### src/rtl/video_timing_gen.sv
// -----------------------------------------------------------------------------
// video_timing_gen
//   Free-running raster timing generator for an RGB565 panel. It produces
//   frame-buffer read requests (video_de/hs/vs, pix_x/pix_y, frame_start),
//   then realigns the returned pixel data with a DATA_LAT-deep copy of the
//   timing to form the lcd_* stream.
//
//   Horizontal and vertical counters run in the order active, front porch,
//   sync, back porch, so counter value 0 is the first active pixel/line.
//
//   Optional build macro: VTG_TEST_PATTERN_EN
//     When defined, test_sel=1 replaces the returned pixel data with eight
//     vertical colour bars keyed on the delayed pixel column. When undefined,
//     test_sel is ignored and no bar logic exists.
// -----------------------------------------------------------------------------
module video_timing_gen #(
   parameter int H_ACTIVE = 1280,
   parameter int H_FP     = 110,
   parameter int H_SYNC   = 40,
   parameter int H_BP     = 220,
   parameter int V_ACTIVE = 720,
   parameter int V_FP     = 5,
   parameter int V_SYNC   = 5,
   parameter int V_BP     = 20,
   parameter int DATA_LAT = 2,
   parameter int HS_POL   = 1,
   parameter int VS_POL   = 1
) (
   input  logic        clk,
   input  logic        rst_n,
   input  logic        en,
   output logic        video_de,
   output logic        video_hs,
   output logic        video_vs,
   output logic [11:0] pix_x,
   output logic [11:0] pix_y,
   output logic        frame_start,
   input  logic [4:0]  in_r,
   input  logic [5:0]  in_g,
   input  logic [4:0]  in_b,
   output logic        lcd_de,
   output logic        lcd_hs,
   output logic        lcd_vs,
   output logic [4:0]  lcd_r,
   output logic [5:0]  lcd_g,
   output logic [4:0]  lcd_b,
   input  logic        test_sel
);

   localparam int H_TOTAL = H_ACTIVE + H_FP + H_SYNC + H_BP;
   localparam int V_TOTAL = V_ACTIVE + V_FP + V_SYNC + V_BP;

   localparam logic [11:0] H_LAST   = 12'(H_TOTAL - 1);
   localparam logic [11:0] V_LAST   = 12'(V_TOTAL - 1);
   localparam logic [11:0] H_ACT    = 12'(H_ACTIVE);
   localparam logic [11:0] V_ACT    = 12'(V_ACTIVE);
   localparam logic [11:0] HS_BEG   = 12'(H_ACTIVE + H_FP);
   localparam logic [11:0] HS_END   = 12'(H_ACTIVE + H_FP + H_SYNC);
   localparam logic [11:0] VS_BEG   = 12'(V_ACTIVE + V_FP);
   localparam logic [11:0] VS_END   = 12'(V_ACTIVE + V_FP + V_SYNC);
   localparam logic        HS_INV   = (HS_POL == 0);
   localparam logic        VS_INV   = (VS_POL == 0);

   logic [11:0] h_cnt;
   logic [11:0] v_cnt;
   logic        en_d;
   logic        run;
   logic        h_wrap;
   logic        v_wrap;
   logic        active;

   // Counting starts only once en has been high for a full cycle, so a rising
   // en always begins from the cleared (0,0) position with one idle edge.
   assign run    = en & en_d;
   assign h_wrap = (h_cnt == H_LAST);
   assign v_wrap = (v_cnt == V_LAST);
   assign active = (h_cnt < H_ACT) && (v_cnt < V_ACT);

   // Raster position counters; both wrap on the same edge at end of frame.
   // NOTE: reset here is synchronous - rst_n is only looked at on the clock edge.
   always_ff @(posedge clk) begin
      if (!rst_n) begin
         en_d  <= 1'b0;
         h_cnt <= '0;
         v_cnt <= '0;
      end else begin
         // NOTE: state updates use <= so every register sees pre-edge values.
         en_d <= en;
         if (!run) begin
            h_cnt <= '0;
            v_cnt <= '0;
         end else if (h_wrap) begin
            h_cnt <= '0;
            v_cnt <= v_wrap ? 12'd0 : v_cnt + 12'd1;
         end else begin
            h_cnt <= h_cnt + 12'd1;
         end
      end
   end

   // Registered request timing, one clock behind the counters.
   always_ff @(posedge clk) begin
      if (!rst_n || !run) begin
         video_de    <= 1'b0;
         video_hs    <= 1'b0;
         video_vs    <= 1'b0;
         pix_x       <= '0;
         pix_y       <= '0;
         frame_start <= 1'b0;
      end else begin
         video_de    <= active;
         video_hs    <= (h_cnt >= HS_BEG) && (h_cnt < HS_END);
         video_vs    <= (v_cnt >= VS_BEG) && (v_cnt < VS_END);
         pix_x       <= active ? h_cnt : 12'd0;
         pix_y       <= active ? v_cnt : 12'd0;
         frame_start <= (h_cnt == 12'd0) && (v_cnt == 12'd0);
      end
   end

   logic [DATA_LAT-1:0] de_sr;
   logic [DATA_LAT-1:0] hs_sr;
   logic [DATA_LAT-1:0] vs_sr;

   // Timing delay line; keeps shifting while en is low so it drains to idle.
   always_ff @(posedge clk) begin
      if (!rst_n) begin
         de_sr <= '0;
         hs_sr <= '0;
         vs_sr <= '0;
      end else begin
         de_sr[0] <= video_de;
         hs_sr[0] <= video_hs;
         vs_sr[0] <= video_vs;
         for (int i = 1; i < DATA_LAT; i++) begin
            de_sr[i] <= de_sr[i-1];
            hs_sr[i] <= hs_sr[i-1];
            vs_sr[i] <= vs_sr[i-1];
         end
      end
   end

   // de as it enters the last delay stage: marks the cycle the frame buffer
   // presents the pixel that lcd_de will qualify on the next cycle.
   logic de_pre;
   if (DATA_LAT == 1) begin : g_pre_lat1
      assign de_pre = video_de;
   end else begin : g_pre_latn
      assign de_pre = de_sr[DATA_LAT-2];
   end

   logic [15:0] src_rgb;

`ifdef VTG_TEST_PATTERN_EN
   localparam int          BAR_W  = (H_ACTIVE / 8 > 0) ? H_ACTIVE / 8 : 1;
   localparam logic [11:0] BAR_WL = 12'(BAR_W);

   logic [11:0] x_pre;
   logic [11:0] bar_q;
   logic [2:0]  bar_idx;
   logic [15:0] bar_rgb;

   if (DATA_LAT == 1) begin : g_x_lat1
      assign x_pre = pix_x;
   end else begin : g_x_latn
      logic [11:0] x_sr [DATA_LAT-1];
      // Column delay line matching de_pre; qualified by de, so no reset needed.
      // NOTE: pure data pipelines are left unreset; de/reset gating covers them.
      always_ff @(posedge clk) begin
         x_sr[0] <= pix_x;
         for (int i = 1; i < DATA_LAT - 1; i++) begin
            x_sr[i] <= x_sr[i-1];
         end
      end
      assign x_pre = x_sr[DATA_LAT-2];
   end

   // Bar order white, yellow, cyan, green, magenta, red, blue, black maps to
   // r = ~idx[1], g = ~idx[2], b = ~idx[0]; columns past the 8th bar stay black.
   assign bar_q   = x_pre / BAR_WL;
   assign bar_idx = (bar_q > 12'd7) ? 3'd7 : bar_q[2:0];
   assign bar_rgb = {{5{~bar_idx[1]}}, {6{~bar_idx[2]}}, {5{~bar_idx[0]}}};
   assign src_rgb = test_sel ? bar_rgb : {in_r, in_g, in_b};
`else
   logic unused_test_sel;
   assign unused_test_sel = test_sel;
   assign src_rgb         = {in_r, in_g, in_b};
`endif

   logic [15:0] rgb_q;

   // Pixel capture register; blanking forces black so lcd_rgb is 0 when !lcd_de.
   always_ff @(posedge clk) begin
      if (!rst_n) begin
         rgb_q <= '0;
      end else begin
         rgb_q <= de_pre ? src_rgb : 16'd0;
      end
   end

   assign lcd_de = de_sr[DATA_LAT-1];
   assign lcd_hs = hs_sr[DATA_LAT-1] ^ HS_INV;
   assign lcd_vs = vs_sr[DATA_LAT-1] ^ VS_INV;
   assign lcd_r  = rgb_q[15:11];
   assign lcd_g  = rgb_q[10:5];
   assign lcd_b  = rgb_q[4:0];

endmodule
### config.mk
export PLATFORM = sky130hd
export DESIGN_NAME = video_timing_gen
export DESIGN_NICKNAME = d
export VERILOG_FILES = /design/src/rtl/video_timing_gen.sv
export SDC_FILE = /design/constraint.sdc
export NUM_CORES = 1
export LEC_CHECK = 0
export CAP_MARGIN = 15
export CORE_MARGIN = 1
export CORE_UTILIZATION = 38
export CTS_BUF_LIST = sky130_fd_sc_hd__clkbuf_4
export CTS_CLUSTER_DIAMETER = 150
export DETAILED_ROUTE_END_ITERATION = 10
export PLACE_DENSITY = 0.66
export SLEW_MARGIN = 20
export SYNTH_ARGS = -nofsm -noshare
export SYNTH_HDL_FRONTEND = slang
export SYNTH_SLANG_ARGS = --single-unit
### constraint.sdc
create_clock -name clk -period 1.9 [get_ports clk]
set_clock_uncertainty 0.15 [all_clocks]
set_input_delay 0.19 -clock clk [delete_from_list [all_inputs] [get_ports clk]]
set_output_delay 0.19 -clock clk [all_outputs]
set_load 0.005 [all_outputs]
==> metrics.cfg <==
[critical_path]
startpoint = h_cnt[1]
path_max_fanout = 3
r2r_cells = 7
ff2ff_setup_slack_ns = -0.09
setup.worst_path.class = reg -> reg
r2r-start = h_cnt[1]
crit_path_end_kind = flop
regToRegEndpoint = v_cnt[9]
start_kind = flop
critPathRequiredTime_ns = 2.09
cp.arrival_ns = 2.17

[synthesis]
synth_compound_area_share_pct = 8.273
yosys_warnings = 0
yosys.area_share.simple_pct = 26.49
yosysSeqAreaShare_pct = 54.25
synth_ff_type = dfxtp_1
synthMuxAreaShare_pct = 0
ys_ff_latch = 75
synth_top_family_by_area = simple AND/OR/NAND/NOR gates
synthAdderAreaFrac_pct = 3.165
synth-xor-area-share_pct = 3.481
synth_enable_flop_cells = 0
synth-async-reset-ratio_pct = 0
synth_cells = 270
avgSynthCellArea_um2 = 10.25
syn_area_mm2 = 0.002768
synth.distinct_cells = 44

[clock_tree]
clockBufferDepth = 2
cts.clk_slew.worst_paths_ns = 0.13
cts_tree = yes
insertion_delay_ns = 0.42
cts_buffers = 9
clock_sinks = 75
cts_root_buffer = clkbuf_4
htree_levels = 3

[final_layout]
diodes = 0
nNetsFinal = 399
ff_latch_area_mm2 = 0.001506
multiInputGateArea_mm2 = 0.001272
mostFrequentLayoutCells = 71 x dfxtp_1, 65 x clkdlybuf4s50_1, 32 x buf_4
layout_commonest_cell = dfxtp_1
synthToLayoutAreaGrowth_pct = 48.42
layout-drive-gt1-share_pct = 24.14
nFillCells = 603

[route]
routed_via_density = 4.793
drt-initial-drc-count = 75
antenna_left = 0
wl_um = 6448
drc_errors = 0
vias = 2267
firstDrtPassIters = 4
post_drt_wl_per_cell_um = 13.63

[power]
power.internal_w = 0.002184
peakVddDrop_mv = 0.2725
power_leakage_nw = 1.557
power_density_mw_per_mm2 = 674.0
p_switching_w = 0.0005843
power_frac_clock_pct = 39.8
seqPwrFrac_pct = 57.2
switching_share_pct = 21.10
share_comb_of_total_power_pct = 2.9

[run]
maxCapViolCount = 0

[place]
dp_hpwl_um = 4214
place_congestion = 0.8655
dp_slack_ns = -0.01281
portBuffers = 65

[floorplanning]
dieArea_mm2 = 0.007628
placementRows = 30
start_util_pct = 40.07
fp.dieW_um = 87.34
io_pins = 67
coreArea_mm2 = 0.006907
fp.dieH_um = 87.34

[sta]
fin_tns_setup_ns = -0.3205
holdWs_ns = 0.2122
hold_violations = 0
fmaxAchievable_mhz = 503.4
setup_viol = 10
drv_slew = 0
period_needed_ns = 1.987
rsz0062_at_grt = true
period_share_pct = 104.6
fin_ws_ns = -0.08651

[grt]
grt_pass1_vias = 2069
antenna_found_initial = 0
grt_max_degree = 24
grt_pass1_wl_um = 10150
overflow = 0
grt_use_total_pct = 17.41

[outcome]
status = finished with violations
violations = negative setup slack

[hold_path]
hold_path_depth = 2
whs_endpoint = rgb_q[1]
hold_start = in_b[1]
min_path_type = in -> reg

## power by group through the flow
| stage | combinational, W | sequential, W | clock [W] |
|---|---|---|---|
| after floorplan | 0.0000164 | 0.00162 | 0 |
| after detailed placement | 0.0000791 | 0.00162 | 0 |
| after global placement | 0.0000784 | 0.00162 | 0 |
| final | 0.0000811 | 0.00158 | 0.00110 |
| after CTS | 0.0000800 | 0.00158 | 0.00114 |
| after global routing | 0.0000880 | 0.00159 | 0.00121 |
## state kept, by name, summed over array words and instances (netlist names)
name / flops
de_sr: 2
en_d: 1
frame_start: 1
h_cnt: 12
hs_sr: 2
pix_x: 12
pix_y: 12
rgb_q: 16
v_cnt: 12
video_de: 1
video_hs: 1
video_vs: 1
vs_sr: 2
## synth_stat cells, types with 2 or more instances
library cell,count,area [um2]
ha_1,7,87.58
nor2_1,16,60.06
nand4_1,5,31.28
clkbuf_1,9,33.78
a211oi_2,2,25.02
nor4b_1,3,26.28
o21ai_0,6,30.03
inv_1,9,33.78
o31ai_1,3,22.52
and3_1,17,106.4
a211oi_1,7,52.55
xor2_1,5,43.79
xnor2_1,6,52.55
nand3_1,10,50.05
nor3_1,3,15.01
a21oi_1,4,20.02
o211ai_1,2,15.01
buf_4,3,22.52
nand2_1,13,48.80
dfxtp_1,75,1501
or3_1,7,43.79
and2_1,28,175.2
buf_2,3,15.01
nor4_1,5,31.28
or4_1,3,22.52
## critical path, stage by stage, from the launching register on
cell and delay (ns):
dfxtp_2 0.35, inv_2 0.07, ha_4 0.11, and4b_2 0.28, buf_6 0.12, nand4_4 0.09
or4_4 0.55, a211oi_2 0.18
## routing by layer
layer,up-vias,GRT usage [%],wire length (um)
met5,-,0,0
met4,0,6.706,65
met3,8,7.014,463
met2,81,27.34,2991
met1,1029,21.36,2928
li1,1149,-,-
## area by class of cell
class,count,share of cell area [%]
clock buffers,10,1.828
clock inverters,6,2.193
inverters,9,0.8224
multi-input cells,173,30.98
flip-flops and latches,75,36.67
well taps,96,2.924
repair buffers,104,24.58
## cells by family (layout without fill, tap and decap cells)
kind of cell / Yosys count / in the layout
and+or+nand+nor: 120 / 121
xor gates and xnor gates: 11 / 11
other: 1 / 3
DFF: 75 / 75
buffers and inverters: 25 / 129
adders and majority gates: 7 / 7
AOI/OAI and AO/OA: 31 / 31
## repair_timing
item / CTS / global route
pin swaps: 2 / 11
gates resized for setup: 3 / 27
setup buffers: 2 / 9
hold buffers: 0 / 0
gates cloned: 1 / 1
setup endpoints to repair: 3 / 41
## worst max path at each step
stage                     end  slack [ns]  cells past startpoint
floorplan           v_cnt[10]       -0.02                      5
global route         v_cnt[9]       -0.13                      7
detailed placement   pix_x[2]       -0.01                      5
global placement     pix_x[2]       0.005                      5
finish               v_cnt[9]       -0.09                      7
CTS                 v_cnt[10]     -0.0009                      6
## metrics by stage
| step | std cells | power [W] | area (um2) | utilization, % |
|---|---|---|---|---|
| after floorplan | 272 | 0.001637 | 2776 | - |
| after global routing | 473 | 0.002880 | 4108 | 59.47 |
| after CTS | 463 | 0.002800 | 3906 | 56.56 |
| after detailed placement | 444 | 0.001699 | 3692 | 53.46 |
| final | 473 | 0.002769 | 4108 | 59.47 |
| after global placement | 444 | 0.001698 | 3692 | 53.46 |
Power figures use the tool's default switching activity.
